<file path="src/rtl/gate_tester.sv">
`timescale 1ns/1ps
`default_nettype none
// +----------------------------------------------------------------------------+
// | gate_tester: drives all four {a,b} vectors into a two-input gate bank and  |
// | checks z0..z6 against the expected truth table after a settle window.      |
// | Revision: 1.0                                                              |
// +----------------------------------------------------------------------------+
module gate_tester #(
    parameter int SETTLE_CYCLES = 2,
    parameter bit LOOP          = 1'b0
) (
    input  logic       clk,
    input  logic       rst_n,
    input  logic       start,
    output logic       a,
    output logic       b,
    input  logic [6:0] z,
    output logic       busy,
    output logic       done,
    output logic       pass,
    output logic [2:0] err_count,
    output logic [3:0] fail_mask,
    output logic [6:0] fail_bits
);

    typedef enum logic [1:0] {
        ST_IDLE   = 2'd0,
        ST_RUN    = 2'd1,
        ST_FINISH = 2'd2
    } state_t;

    localparam logic [7:0] c_settle = 8'(SETTLE_CYCLES);

    state_t     state_q, state_d;
    logic [1:0] idx_q, idx_d;
    logic [7:0] cnt_q, cnt_d;
    logic [2:0] acc_err_q, acc_err_d;
    logic [3:0] acc_mask_q, acc_mask_d;
    logic [6:0] acc_bits_q, acc_bits_d;
    logic [2:0] err_count_q, err_count_d;
    logic [3:0] fail_mask_q, fail_mask_d;
    logic [6:0] fail_bits_q, fail_bits_d;
    logic       pass_q, pass_d;
    logic [6:0] w_exp;
    logic       w_a;
    logic       w_b;

    assign w_a   = idx_q[1];
    assign w_b   = idx_q[0];
    assign w_exp = {~w_a, ~(w_a ^ w_b), w_a ^ w_b, ~(w_a | w_b), w_a | w_b, ~(w_a & w_b), w_a & w_b};

    always_comb begin
        state_d     = state_q;
        idx_d       = idx_q;
        cnt_d       = cnt_q;
        acc_err_d   = acc_err_q;
        acc_mask_d  = acc_mask_q;
        acc_bits_d  = acc_bits_q;
        err_count_d = err_count_q;
        fail_mask_d = fail_mask_q;
        fail_bits_d = fail_bits_q;
        pass_d      = pass_q;

        case (state_q)
            ST_IDLE: begin
                if (start) begin
                    state_d    = ST_RUN;
                    idx_d      = 2'd0;
                    cnt_d      = c_settle;
                    acc_err_d  = 3'd0;
                    acc_mask_d = 4'd0;
                    acc_bits_d = 7'd0;
                end
            end
            ST_RUN: begin
                if (cnt_q != 8'd0) begin
                    cnt_d = cnt_q - 8'd1;
                end else begin
                    if (z != w_exp) begin
                        acc_mask_d[idx_q] = 1'b1;
                        acc_err_d         = acc_err_q + 3'd1;
                        acc_bits_d        = acc_bits_q | (z ^ w_exp);
                    end
                    if (idx_q == 2'd3) begin
                        state_d = ST_FINISH;
                    end else begin
                        idx_d = idx_q + 2'd1;
                        cnt_d = c_settle;
                    end
                end
            end
            ST_FINISH: begin
                // Results only change here, so a partial run is never visible.
                err_count_d = acc_err_q;
                fail_mask_d = acc_mask_q;
                fail_bits_d = acc_bits_q;
                pass_d      = (acc_err_q == 3'd0);
                if (LOOP) begin
                    state_d    = ST_RUN;
                    idx_d      = 2'd0;
                    cnt_d      = c_settle;
                    acc_err_d  = 3'd0;
                    acc_mask_d = 4'd0;
                    acc_bits_d = 7'd0;
                end else begin
                    state_d = ST_IDLE;
                end
            end
            default: state_d = ST_IDLE;
        endcase
    end

    always_ff @(posedge clk or negedge rst_n) begin
        if (!rst_n) begin
            state_q     <= ST_IDLE;
            idx_q       <= 2'd0;
            cnt_q       <= 8'd0;
            acc_err_q   <= 3'd0;
            acc_mask_q  <= 4'd0;
            acc_bits_q  <= 7'd0;
            err_count_q <= 3'd0;
            fail_mask_q <= 4'd0;
            fail_bits_q <= 7'd0;
            pass_q      <= 1'b0;
        end else begin
            state_q     <= state_d;
            idx_q       <= idx_d;
            cnt_q       <= cnt_d;
            acc_err_q   <= acc_err_d;
            acc_mask_q  <= acc_mask_d;
            acc_bits_q  <= acc_bits_d;
            err_count_q <= err_count_d;
            fail_mask_q <= fail_mask_d;
            fail_bits_q <= fail_bits_d;
            pass_q      <= pass_d;
        end
    end

    assign a         = w_a;
    assign b         = w_b;
    assign busy      = (state_q == ST_RUN);
    assign done      = (state_q == ST_FINISH);
    assign pass      = pass_q;
    assign err_count = err_count_q;
    assign fail_mask = fail_mask_q;
    assign fail_bits = fail_bits_q;

endmodule
`default_nettype wire

</file>
<file path="config.mk">
export PLATFORM = sky130hd
export DESIGN_NAME = gate_tester
export DESIGN_NICKNAME = d
export VERILOG_FILES = /design/src/rtl/gate_tester.sv
export SDC_FILE = /design/constraint.sdc
export NUM_CORES = 1
export LEC_CHECK = 0
export BUFFER_PORTS_ARGS = -buffer_cell sky130_fd_sc_hd__buf_2
export CAP_MARGIN = 25
export CORE_MARGIN = 2
export CORE_UTILIZATION = 50
export CTS_CLUSTER_SIZE = 28
export DETAILED_ROUTE_END_ITERATION = 6
export PLACE_DENSITY = 0.71
export SYNTH_ARGS = -nofsm -noshare
export SYNTH_HDL_FRONTEND = slang
export SYNTH_SLANG_ARGS = --single-unit
</file>
<file path="constraint.sdc">
create_clock -name clk -period 1.7 [get_ports clk]
set_input_delay 0.34 -clock clk [delete_from_list [all_inputs] [get_ports clk]]
set_output_delay 0.34 -clock clk [all_outputs]
set_load 0.02 [all_outputs]
</file>
-- After elaboration in Yosys (flattened, before gate mapping)
Index checks and enable logic that the tools add are counted.
Widths: inputs -> output; s select.
- register bits after elaboration: 41
- bits in latches: 0
- bits in writable memories: 0
- bits in read-only memories: 0
- bits of input ports: 10
- output and inout port bits: 19
- logic and storage cells: 70
- memories kept: 0
- add/sub/neg operators: 3
- multiply operators: 0
- divide/modulo/power cells: 0
- magnitude comparators: 2
- equal/unequal tests: 10
- shift-type cells: 0
- multiplexer cells: 26
- bitwise logic cells: 10
- reductions and logical operators: 9
- operator list (kind ; count):
    $mux 8 ; 3
    $mux 7 ; 3
    $pmux 8 s2 ; 1
    $pmux 7 s2 ; 1
    $mux 2 ; 6
    $mux 4 ; 3
    $mux 3 ; 3
    $pmux 2 s2 ; 2
    $pmux 4 s2 ; 1
    $reduce_and 4->1 ; 2
    $reduce_bool 8->1 ; 1
    $sub 8x1->8 const B ; 1
    $ne 7x7->1 ; 1
    $or 7x7->7 ; 1
    $xor 7x7->7 ; 1
    $ne 2x2->1 const B ; 3
    $pmux 3 s2 ; 1
    $reduce_and 3->1 ; 2
    $eq 2x2->1 const B ; 2
    $ne 2x1->1 const B ; 2
    $not 1->1 ; 4
    $or 4x4->4 ; 1
    $add 3x1->3 const B ; 1
    $logic_not 3->1 ; 1
    other kinds (13) ; 13

-- Depth between registers and ports, before layout
- depth in word-level cells: 8
- depth in mapped cells: 8
- mapped depth without buffers: 7

-- Worst setup path after synthesis
No wires, ideal clock.
- path kind: register to register
- from: register idx_q[1]
- to: register acc_err_q[0]
- setup time: 0.079 ns
- arrival: 1.910 ns
- data required time: 1.621 ns
- slack: -0.290 ns
- cell stages (with the launch flop): 9
- period minus slack after synthesis: 1.990 ns
- path through: dfrtp_1 inv_1 ha_1 nor3b_1 o22ai_1 nor4_1 nand2b_1 buf_2 mux2i_1
- longest elaborated chain between the ends: 5
- elaborated cells between the ends (all ways): 10
- classes of those cells: eq/ne: 2; bitwise: 7; reduce/logical: 1
- ends and longest elaborated chain (what ; RTL line ; source):
    from (decl) ; 35 ; logic [1:0] idx_q, idx_d;
    from (signal assigned) ; 127 ; idx_q <= idx_d;
    $and 1x1->1, or another cell as far along ; 50 ; assign w_exp = {~w_a, ~(w_a ^ w_b), w_a ^ w_b, ~(w_a | w_b), w_a | w_b, ~(w_a & w_b), w_a & w_b};
    $not 1->1 ; 50 ;
    $ne 7x7->1 * ; 79 ; if (z != w_exp) begin
    $ne 2x1->1 (no line) * ; - ;
    $reduce_and 4->1 (no line) * ; - ;
    to (signal assigned) ; 129 ; acc_err_q <= acc_err_d;
    to (decl) ; 37 ; logic [2:0] acc_err_q, acc_err_d;
Every way passes the cells marked *; elsewhere a longest branch is shown, timed or not.
A chain may end at the register's enable or synchronous reset.

-- Worst setup path in the final report
- from: register cnt_q[0]
- to: register cnt_q[7]
- longest elaborated chain between the ends: 3
- elaborated cells between the ends (all ways): 6
- classes of those cells: add/sub: 1; eq/ne: 1; mux: 2; reduce/logical: 2
- ends and longest elaborated chain (what ; RTL line ; source):
    from (decl) ; 36 ; logic [7:0] cnt_q, cnt_d;
    from (signal assigned) ; 128 ; cnt_q <= cnt_d;
    $sub 8x1->8 / $reduce_bool 8->1 (equally long branches) ; 77, 76 ;
    $mux 8 / $ne 3x3->1 (equally long branches) ; - ;
    $pmux 8 s2 / $reduce_and 3->1 (equally long branches) ; - ;
Several ways; a longest one is shown, not always the timed one.

==> results.py <==
metrics = {
    "critical_path": {
        "max_stage_delay_ps": 400,
        "path_class": "reg -> reg",
        "crit_arrival_ps": 2020,
        "r2r_setup_slack_ps": -130,
        "end_kind": "flop",
        "crit_required_ps": 1890,
        "cp-start-kind": "flop",
        "crit_family": "buffers and inverters",
        "worst-path-buf-inv": 3,
        "crit_path_top_delay_cell": "dfrtp_1",
        "cp_cell_sequence": "inv_2 -> ha_4 -> nor3b_4 -> buf_4 -> a41oi_4 -> buf_6 -> nand4_1 -> xor2_1 -> nor2_1",
        "critPathMaxFanout": 5,
    },
    "global_route": {
        "grt_max_degree": 27,
        "grt_usage_pct": 22.5,
        "antenna_found_initial": 0,
        "first_global_vias": 1594,
        "grt_pass1_wl_microns": 7220,
        "overflow": 0,
    },
    "sta": {
        "period_share_pct": 107,
        "fin_tns_setup_ps": -726,
        "fmax_mhz": 548,
        "hold_violations": 0,
        "fin_skew_ps": 4.18,
        "post-route-min-period_ps": 1830,
        "relSlewSlack_pct": 61.1,
        "rsz0062_at_grt": "true",
        "setup_slack_ps": -126,
        "finalMaxSlewViolations": 0,
        "worstMarginPinSlew_ps": 583,
        "finalSetupViolCount": 13,
    },
    "cells_and_area": {
        "fillCellCount": 234,
        "syn2layout_area_growth_pct": 41.1,
        "nets": 262,
        "drive_gt1_share_pct": 51.0,
        "diodes": 0,
        "fin_area_sq_um": 2720,
        "seq_area_sq_um": 1030,
        "multi_input_area_sq_um": 1030,
        "final_core_util_pct": 73.8,
    },
    "power_and_ir_drop": {
        "vdd_drop_max_uv": 1090,
        "leakage_nw": 1.36,
        "power_density_nw_per_um2": 1540,
    },
    "cts": {
        "clock_sinks": 41,
        "clk_latency_ps": 300,
        "h-tree-depth": 2,
        "path_clk_slew_ps": 80,
        "cts_buffers": 5,
        "cts-root-buf": "clkbuf_8",
        "cts_hold_buf": 0,
        "ctsLongestPathBuffers": 2,
        "cts_tree": "yes",
    },
    "routing": {
        "detail-route-antenna-nets": 0,
        "post_drt_wl_per_cell_microns": 17.1,
        "drt_first_pass_iters": 4,
        "drt_wl_total_microns": 5010,
        "vias": 1608,
        "drt_iter0_drc": 92,
        "drcViolationCount": 0,
        "via_per_inst": 5.49,
    },
    "floorplanning": {
        "die_w_microns": 66.1,
        "io_pins": 29,
        "die_h_microns": 66.1,
        "design.core.area_sq_um": 3690,
        "core.rowCount": 22,
        "dieArea_sq_um": 4370,
        "start_util_pct": 52.3,
    },
    "place": {
        "hpwl_microns": 3050,
        "io_buffers": 28,
        "gp_congestion": 0.822,
        "placed_area_sq_um": 2350,
    },
    "status": {
        "outcome": "finished with violations",
        "violations": "setup timing",
    },
    "hold_path": {
        "hold_path_class": "in -> async",
    },
    "logic_synthesis": {
        "syn_area_sq_um": 1930,
        "ys_ff_latch": 41,
        "synth_area_per_cell_sq_um": 10.8,
        "ys_warn_count": 0,
        "synthCells": 178,
        "synth_seq_area_share_pct": 53.1,
        "yosysUniqueCellTypes": 36,
        "synth_fp_nets": 196,
    },
    "run": {
        "cap_violations": 0,
    },
}
-- path summary, 6_finish.rpt --
path                                           from                         to  cells past startpoint
max                            cnt_q[0]$_DFFE_PN0P_       cnt_q[7]$_DFFE_PN0P_                      9
min                                           rst_n   err_count[1]$_DFFE_PN0P_                      1
max reg2reg                    cnt_q[0]$_DFFE_PN0P_       cnt_q[7]$_DFFE_PN0P_                      9
min reg2reg                err_count[1]$_DFFE_PN0P_   err_count[1]$_DFFE_PN0P_                      2
max in group asynchronous                     rst_n       cnt_q[5]$_DFFE_PN0P_                      2
min in group clk                               z[2]  acc_bits_q[2]$_DFFE_PN0P_                      4
-- state kept, by name, indices dropped and copies added, names as in the netlist --
name	count
fail_bits	7
idx_q	2
cnt_q	8
acc_err_q	3
err_count	3
fail_mask	4
pass	1
acc_bits_q	7
acc_mask_q	4
state_q	2
-- worst reg2reg max path, cell delays in order (launching register included) --
cell,delay (ps)
dfrtp_1,400
inv_2,90
ha_4,130
nor3b_4,280
buf_4,190
a41oi_4,130
buf_6,180
nand4_1,110
xor2_1,150
nor2_1,60
-- layout by cell type (no fill, tap or decap), types with 3 or more instances in the layout --
cell and instances:
nor2_1 17, nand3_2 4, xor2_1 7, a21oi_2 5
mux2_2 12, clkbuf_8 6, buf_4 34, inv_1 4
buf_6 3, inv_2 4, nand2_1 16, xnor2_1 5
o21ai_0 8, buf_2 28, nand2b_4 3, ha_1 5
dfrtp_1 35, a21oi_1 4, dfrtp_2 6
-- final cells by class --
cell class                 count  share of cell area (%)
tap                           48                    2.20
clock inverter                 1                    1.10
clock buffer                   7                    3.17
sequential                    41                    37.9
timing repair buffer          66                    16.5
inverter                       8                    1.10
multi-input combinational    122                    38.0
-- where the power goes --
group / total (mW) / switching, mW / internal (mW)
sequential: 1.51 / 0.252 / 1.26
combinational: 1.86 / 0.948 / 0.916
clock: 0.818 / 0.339 / 0.479
-- cells in the mapped netlist --
| cell | number | area [sq um] |
|---|---|---|
| buf_1 | 1 | 3.75 |
| buf_2 | 5 | 25.0 |
| o21bai_1 | 1 | 7.51 |
| nor4bb_1 | 1 | 10.0 |
| and4_1 | 1 | 8.76 |
| dfrtp_1 | 41 | 1030 |
| nand3b_1 | 1 | 7.51 |
| ha_1 | 8 | 100 |
| clkbuf_1 | 1 | 3.75 |
| or4_1 | 1 | 7.51 |
| nand2_1 | 17 | 63.8 |
| nor2_2 | 1 | 6.26 |
| nor3b_1 | 3 | 22.5 |
| nor3b_2 | 1 | 12.5 |
| a21o_1 | 1 | 7.51 |
| nor2b_1 | 1 | 6.26 |
| a41oi_1 | 1 | 8.76 |
| o21ai_0 | 11 | 55.1 |
| or2_2 | 1 | 6.26 |
| a21oi_2 | 2 | 17.5 |
| nor4_4 | 1 | 21.3 |
| nand4_1 | 1 | 6.26 |
| mux2_2 | 12 | 135 |
| nand3_1 | 5 | 25.0 |
| mux2i_1 | 2 | 20.0 |
| and3b_1 | 2 | 17.5 |
| nor4_1 | 1 | 6.26 |
| nand2b_1 | 4 | 25.0 |
| nor3_1 | 2 | 10.0 |
| a31oi_1 | 1 | 6.26 |
| xnor2_1 | 5 | 43.8 |
| inv_1 | 8 | 30.0 |
| a21oi_1 | 8 | 40.0 |
| xor2_1 | 7 | 61.3 |
| nor2_1 | 17 | 63.8 |
| o22ai_1 | 2 | 12.5 |
-- layer usage --
metal	GRT usage, %	wire [microns]	vias to the layer above
li1	-	-	738
met1	26.3	1980	795
met2	36.6	2570	57
met3	6.13	239	18
met4	13.5	215	0
met5	0	0	-
-- metrics by stage --
| step | power (mW) | setup WS (ps) | hold WS [ps] | instances |
|---|---|---|---|---|
| floorplan | 2.30 | -82.3 | 44.4 | 178 |
| global placement | 2.77 | -103 | 346 | 276 |
| global route | 4.44 | -188 | 65.6 | 293 |
| finish | 4.19 | -126 | 29.3 | 293 |
| detailed placement | 2.87 | -289 | 363 | 276 |
| CTS | 3.82 | -45.5 | 42.2 | 285 |
-- kinds of logic (layout without fill, tap and decap cells) --
kind of cell,after synthesis,after routing,synth area share (%)
flops,41,41,53.1
simple gates,61,61,16.9
compound gates,27,27,8.04
fa+ha+maj,8,8,5.18
xor+xnor,12,12,5.44
buf+inv,15,82,3.24
mux,14,14,8.04
-- timing repair --
item / CTS / global route
setup buffers: 1 / 8
setup endpoints to repair: 23 / 23
pin swaps: 6 / 15
cloned: 0 / 1
resized for setup: 13 / 33
No activity file was read; power rests on OpenSTA's default activity.
